===== config.mk =====
export PLATFORM = sky130hd
export DESIGN_NAME = cdb_arbiter
export DESIGN_NICKNAME = d
export VERILOG_FILES = /design/src/rtl/cdb_arbiter.sv
export SDC_FILE = /design/constraint.sdc
export NUM_CORES = 1
export LEC_CHECK = 0
export ABC_CLOCK_PERIOD_IN_PS = 3390
export BUFFER_PORTS_ARGS = -buffer_cell sky130_fd_sc_hd__buf_2
export CORE_ASPECT_RATIO = 0.9
export CORE_MARGIN = 1.5
export CORE_UTILIZATION = 30
export DETAILED_ROUTE_END_ITERATION = 10
export PLACE_DENSITY = 0.46
export SYNTH_ARGS = -nofsm -noshare
export SYNTH_HDL_FRONTEND = slang
export SYNTH_SLANG_ARGS = --single-unit

===== constraint.sdc =====
create_clock -name clk -period 3.39 [get_ports clk]
set_input_delay 0.339 -clock clk [delete_from_list [all_inputs] [get_ports clk]]
set_output_delay 0.339 -clock clk [all_outputs]
set_load 0.02 [all_outputs]

===== src/rtl/cdb_arbiter.sv =====
// Common data bus arbiter: two small result FIFOs (ALU, LSB) drained round-robin onto a
// single registered broadcast port, with backpressure, global stall and rollback flush.
module cdb_arbiter #(
    parameter int unsigned DEPTH  = 4,
    parameter int unsigned DATA_W = 32,
    parameter int unsigned ROB_W  = 4
) (
    input  logic                       clk,
    input  logic                       rst,
    input  logic                       rdy,
    input  logic                       rollback,

    input  logic                       alu_valid,
    input  logic [DATA_W-1:0]          alu_val,
    input  logic [ROB_W-1:0]           alu_rob_entry,
    output logic                       alu_ready,

    input  logic                       lsb_valid,
    input  logic [DATA_W-1:0]          lsb_val,
    input  logic [ROB_W-1:0]           lsb_rob_entry,
    output logic                       lsb_ready,

    output logic                       cdb_valid,
    output logic [DATA_W-1:0]          cdb_val,
    output logic [ROB_W-1:0]           cdb_rob_entry,
    output logic                       cdb_src,

    output logic [$clog2(DEPTH):0]     alu_count,
    output logic [$clog2(DEPTH):0]     lsb_count
);

    localparam int unsigned PW = $clog2(DEPTH);
    localparam int unsigned CW = PW + 1;
    localparam int unsigned EW = DATA_W + ROB_W;

    logic [EW-1:0] alu_mem [DEPTH];
    logic [EW-1:0] lsb_mem [DEPTH];

    logic [PW-1:0] alu_head, alu_tail;
    logic [PW-1:0] lsb_head, lsb_tail;

    // 1 means the LSB won last, so the ALU is preferred next.
    logic          last_grant;

    logic          alu_accept, lsb_accept;
    logic          grant_alu, grant_lsb;
    logic [EW-1:0] alu_head_entry, lsb_head_entry;

    assign alu_ready = rdy && !rollback && (alu_count < CW'(DEPTH));
    assign lsb_ready = rdy && !rollback && (lsb_count < CW'(DEPTH));

    assign alu_accept = alu_valid && alu_ready;
    assign lsb_accept = lsb_valid && lsb_ready;

    assign alu_head_entry = alu_mem[alu_head];
    assign lsb_head_entry = lsb_mem[lsb_head];

    always_comb begin
        grant_alu = 1'b0;
        grant_lsb = 1'b0;
        if (rdy && !rollback) begin
            if ((alu_count != '0) && (lsb_count != '0)) begin
                if (last_grant) begin
                    grant_alu = 1'b1;
                end else begin
                    grant_lsb = 1'b1;
                end
            end else if (alu_count != '0) begin
                grant_alu = 1'b1;
            end else if (lsb_count != '0) begin
                grant_lsb = 1'b1;
            end
        end
    end

    // Storage needs no reset: occupancy alone decides which slots are live.
    always_ff @(posedge clk) begin
        if (!rst && alu_accept) begin
            alu_mem[alu_tail] <= {alu_val, alu_rob_entry};
        end
        if (!rst && lsb_accept) begin
            lsb_mem[lsb_tail] <= {lsb_val, lsb_rob_entry};
        end
    end

    always_ff @(posedge clk) begin
        if (rst) begin
            alu_head      <= '0;
            alu_tail      <= '0;
            alu_count     <= '0;
            lsb_head      <= '0;
            lsb_tail      <= '0;
            lsb_count     <= '0;
            last_grant    <= 1'b1;
            cdb_valid     <= 1'b0;
            cdb_val       <= '0;
            cdb_rob_entry <= '0;
            cdb_src       <= 1'b0;
        end else if (rollback) begin
            alu_head   <= '0;
            alu_tail   <= '0;
            alu_count  <= '0;
            lsb_head   <= '0;
            lsb_tail   <= '0;
            lsb_count  <= '0;
            last_grant <= 1'b1;
            cdb_valid  <= 1'b0;
        end else if (rdy) begin
            if (alu_accept) begin
                alu_tail <= alu_tail + PW'(1);
            end
            if (lsb_accept) begin
                lsb_tail <= lsb_tail + PW'(1);
            end
            alu_count <= alu_count + CW'(alu_accept) - CW'(grant_alu);
            lsb_count <= lsb_count + CW'(lsb_accept) - CW'(grant_lsb);

            cdb_valid <= grant_alu || grant_lsb;
            if (grant_alu) begin
                alu_head      <= alu_head + PW'(1);
                cdb_val       <= alu_head_entry[EW-1:ROB_W];
                cdb_rob_entry <= alu_head_entry[ROB_W-1:0];
                cdb_src       <= 1'b0;
                last_grant    <= 1'b0;
            end else if (grant_lsb) begin
                lsb_head      <= lsb_head + PW'(1);
                cdb_val       <= lsb_head_entry[EW-1:ROB_W];
                cdb_rob_entry <= lsb_head_entry[ROB_W-1:0];
                cdb_src       <= 1'b1;
                last_grant    <= 1'b1;
            end
        end
    end

endmodule

After elaboration in Yosys (flattened, before gate mapping)
Memory sizes are Yosys's and may differ from the RTL's. A register that Yosys moved wholly into a read port is not among the register bits.
Cells that the tools add are included.
Word-level totals
  register bits: 53
  RAM bits: 288
  output and inout port bits: 46
  memories: 2
Operators by class
  $add $sub $neg: 8
  magnitude comparators: 2
  multiplexer cells: 23
  bitwise operators: 2
  reductions and logical operators: 21
Memories
  alu_mem: words 4, bits a word 36, rd ports 1, clocked after Yosys merged registers in 1, write ports 1, line 36  | logic [EW-1:0] alu_mem [DEPTH];
  lsb_mem: words 4, bits a word 36, rd ports 1, clocked after Yosys merged registers in 1, write ports 1, line 37  | logic [EW-1:0] lsb_mem [DEPTH];
Operators with widths (count)
  $mux W32: 2
  $mux W1: 15
  $add A2 B1 Y2 const B: 4
  $logic_and A1 B1 Y1: 8
  $mux W2: 4
  $mux W4: 2
  $reduce_and A2 Y1: 4
  $add A3 B1 Y3: 2
  $lt A3 B3 Y1 const B: 2
  $reduce_and A3 Y1: 2
  $reduce_bool A3 Y1: 2
  $sub A3 B1 Y3: 2
  $logic_not A1 Y1: 2
  $not A1 Y1: 2
  $reduce_bool A2 Y1: 1
  $reduce_or A2 Y1: 1
  $logic_or A1 B1 Y1: 1

Depth between registers and ports, before layout
  word-level depth: 8
  gate-level depth with buffers: 12

Worst setup path after synthesis
Ideal clock, no wire load.
  path kind: input port to flip-flop
  start point: in rdy
  end point: mem alu_mem[0][0] (netlist bit) (enable)
  library setup time: 0.397 ns
  data arrival time: 2.513 ns
  data required time: 2.993 ns
  slack: 0.481 ns
  cell stages on the path: 5
  path buffers: 1
  cells stage by stage: buf_2 -> nor3b_1 -> nand2_1 -> nor2_1 -> and2_1
On the way
  longest elaborated chain between the ends: 6
RTL lines
  from (decl): line 10  | input logic rdy,
  $logic_and A1 B1 Y1 (2 in a row): line 49  | assign alu_ready = rdy && !rollback && (alu_count < CW'(DEPTH));
  net alu_ready: line 16  | output logic alu_ready,
  $logic_and A1 B1 Y1: line 52  | assign alu_accept = alu_valid && alu_ready;
  $logic_and A1 B1 Y1: line 78  | if (!rst && alu_accept) begin
  $mux W1: line 78
  $mux W1 (implied by the code): line 79  | alu_mem[alu_tail] <= {alu_val, alu_rob_entry};
  to (decl): line 36
The timed path passes the listed nets, and every way through them passes these cells.

Final worst setup path
  start point: reg alu_count[2]
  end point: reg lsb_count[2]
On the way
  longest elaborated chain between the ends: 5
  elaborated cells between the ends (all ways): 6
  those cells by class: 1 x add/sub; 3 x mux; 2 x reduce/logical
RTL lines
  from (decl): line 28  | output logic [$clog2(DEPTH):0] alu_count,
  from (signal assigned): line 115  | alu_count <= alu_count + CW'(alu_accept) - CW'(grant_alu);
  $reduce_bool A3 Y1 (*): line 62, 68
  $mux W1 or $logic_and A1 B1 Y1 (tied branches): line 68, 62
  $mux W1 (*): line 62  | if ((alu_count != '0) && (lsb_count != '0)) begin
  $mux W1 (*): line 61  | if (rdy && !rollback) begin
  $sub A3 B1 Y3 (*): line 116  | lsb_count <= lsb_count + CW'(lsb_accept) - CW'(grant_lsb);
  to (signal assigned): line 116
  to (decl): line 29  | output logic [$clog2(DEPTH):0] lsb_count
Mark *: on every way between the ends. The rest lies on a longest branch, timed or not.
A chain may end at the register's enable or synchronous reset.

==> impl_metrics.tcl <==
set metrics [dict create \
    outcome "complete, no violations" \
    critPathMaxFanout 4 \
    clock_path_buffers 3 \
    critical_path_class "reg2reg" \
    relSlewSlack_pct 36.4 \
    die_h_um 198 \
    worstMarginPinSlew_ns 0.954 \
    layout_commonest_cell "edfxtp_1" \
    grt_max_degree 42 \
    drtIter0Drc 477 \
    worstHoldPathType "in2reg" \
    p_int_uw 7140 \
    cpPeakStageDelay_ns 0.44 \
    maxSlewViolCount 0 \
    htree_levels 2 \
    die_x_um 220 \
    ff_latch_area_sq_um 9800 \
    final_cell_area_sq_um 15300 \
    switching_share_pct 19.8 \
    synth-seq-cells 345 \
    period_minus_slack_ns 2.65 \
    cp-start-kind "register" \
    drive_gt1_share_pct 36.3 \
    critical_path_required_ns 3.80 \
    syn-cell-area_sq_um 12700 \
    ios 124 \
    pwr-share-seq_pct 52.0 \
    worst-r2r-cell-count 11 \
    p_total_uw 8900 \
    grt_pass1_vias 7061 \
    rsz0062_at_grt "no" \
    min_path_cells 1 \
    fill_cells 3855 \
    vias_per_cell 4.83 \
    worstSetupEndpointType "register" \
    start_util_pct 30.4 \
    fin_skew_ns 0.0240 \
    multi_input_area_sq_um 2760 \
    core_sq_um 41800 \
    tritoncts "done" \
    cts_resized 0 \
    synthDistinctLibCells 34 \
    setup_violations 0 \
    vias 6468 \
    p_per_area_nw_per_um2 581 \
    grt_usage_pct 14.4 \
    first_pass_iters 5 \
    yosysWarnings 0 \
    portBuffers 123 \
    drc 0 \
    wl_um 30900 \
    grt_first_pass_wirelength_um 45500 \
    peakVddDrop_v 0.000332 \
    routabilityCongestion 0.715 \
    cp_slowest_cell "or3_4" \
    grt_antenna_before_repair 5 \
    finalCritPeriodShare_pct 78.2 \
    postRouteAntennaNets 0 \
    p_clk_share_pct 45.3 \
    p_leak_uw 0.00511 \
    hold_violations 0 \
    syn_avg_cell_area_sq_um 20.7 \
    dpl_cell_area_sq_um 14100 \
    layout_common_cells "288 x edfxtp_1, 123 x buf_2, 72 x mux4_2" \
    cts_root_buf "clkbuf_16" \
    crit_chain "or3_4, a2111oi_4, ha_1, inv_1, ha_1, inv_1, fa_1, xor2_1, nand2_1, xor2_1, nor2_1" \
    wl_per_cell_um 23.1 \
    area_growth_pct 20.3 \
    worstPathArrival_ns 3.06 \
    cts_buffers 37 \
    layout.nets 855 \
    maxCapViolCount 0 \
    synth_cells 616 \
    gr-total-overflow 0 \
    ys_seq_area_share_pct 76.9 \
    cts.sinks 345 \
    clkTransAtPathRegs_ns 0.06 \
    rows 71 \
    hpwl_um 19500 \
    dieArea_sq_um 43700 \
    synth.net_count 708 \
    max_freq_ghz 0.377 \
    clk_latency_ns 0.53 \
    p_sw_uw 1760 \
    fin_setup_tns_ns 0 \
    p_comb_share_pct 2.6 \
]
-- worst max-delay path, delay by kind of cell, from the launching register on --
family	cells	cell delay (ns)
AO/OA/AOI/OAI	1	0.39
flip-flops	1	0.35
adder cells (fa/ha/maj)	3	0.81
AND/OR/NAND/NOR	3	0.57
buffers and inverters	2	0.13
XOR/XNOR	2	0.30
-- per-layer routing --
| layer | up-vias | global-route usage [%] | routed length [um] |
|---|---|---|---|
| met2 | 165 | 24.9 | 15700 |
| met4 | 8 | 3.75 | 555 |
| met1 | 3409 | 18.2 | 13200 |
| li1 | 2833 | - | - |
| met3 | 53 | 3.15 | 1460 |
| met5 | - | 0 | 56 |
-- cells by family (layout without fill, tap and decap cells) --
group,Yosys count,after routing,share of synthesized area (%)
other cells,0,2,0
compound gates,50,50,3.71
xor+xnor,8,8,0.550
mux,75,75,13.0
flops,345,345,76.9
fa+ha+maj,14,14,1.49
buf+inv,45,220,1.60
simple gates,79,79,2.80
-- sequential cells by signal, indices dropped and copies added (netlist names), 2 cells and up, named ones only --
signal,flops
alu_count,3
alu_head,2
alu_mem,144
alu_tail,2
cdb_rob_entry,4
cdb_val,32
lsb_count,3
lsb_head,2
lsb_mem,144
lsb_tail,2
-- what timing repair did --
item                                   4_1_cts  5_1_grt
setup endpoints to repair                    0        0
endpoints found under the hold margin        4        0
hold buffers                                 1        0
buffers inserted                             0        0
-- power by group through the flow --
stage          logic (uW)  registers, uW  clock network [uW]
3_3_place_gp          228           4720                   0
5_1_grt               254           4630                4310
3_5_place_dp          236           4720                   0
2_1_floorplan        86.8           4730                   0
6_report              233           4630                4040
4_1_cts               238           4630                4140
-- per-stage QoR --
stage	hold slack, ns	worst slack, ns	utilization [%]	std cells
floorplan	0.438	0.481	-	616
global placement	0.454	0.783	33.7	1270
detailed placement	0.450	0.737	33.7	1270
CTS	0.00210	0.735	36.6	1338
global route	0.0138	0.542	36.6	1338
finish	0.0294	0.738	36.6	1340
-- cell usage after synthesis --
cell	instances	area (sq um)
edfxtp_1	288	8650
mux4_2	72	1620
dfxtp_1	57	1140
nor2_1	49	184
a222oi_1	34	340
clkbuf_1	20	75.1
ha_1	12	150
inv_1	11	41.3
buf_2	10	50.1
and2_1	8	50.1
nand2_1	8	30.0
a21oi_1	7	35.0
xnor2_1	5	43.8
mux2i_1	3	30.0
nor2b_1	3	18.8
xor2_1	3	26.3
a21bo_2	2	20.0
buf_4	2	15.0
buf_6	2	22.5
fa_1	2	40.0
nand3_1	2	10.0
nand3b_1	2	15.0
nor3_1	2	10.0
nor3b_1	2	15.0
a2111oi_0	1	8.76
a2111oi_4	1	27.5
a211oi_1	1	7.51
a22oi_1	1	7.51
o211a_1	1	10.0
o21ai_2	1	8.76
o21bai_1	1	7.51
or2_2	1	6.26
or3_1	1	6.26
or3_4	1	11.3
-- final timing paths --
path | startpoint | to | slack [ns]
setup / recovery | alu_count[2] | lsb_count[2] | 0.74
hold / removal | lsb_val[24] | lsb_mem[1][28] | 0.03
setup reg to reg | alu_count[2] | lsb_count[2] | 0.74
hold reg to reg | cdb_val[28] | cdb_val[28] | 0.47
-- final cells by class --
cell class                      count  share of cell area, %
Sequential cell                   345                   64.0
Multi-Input combinational cell    226                   18.0
Clock buffer                       51                   6.72
Timing Repair Buffer              142                   5.29
Tap cell                          547                   4.47
Clock inverter                     16                   1.27
Inverter                           11                  0.269
Antenna cell                        2                 0.0327
(Power assumes the default switching activity.)
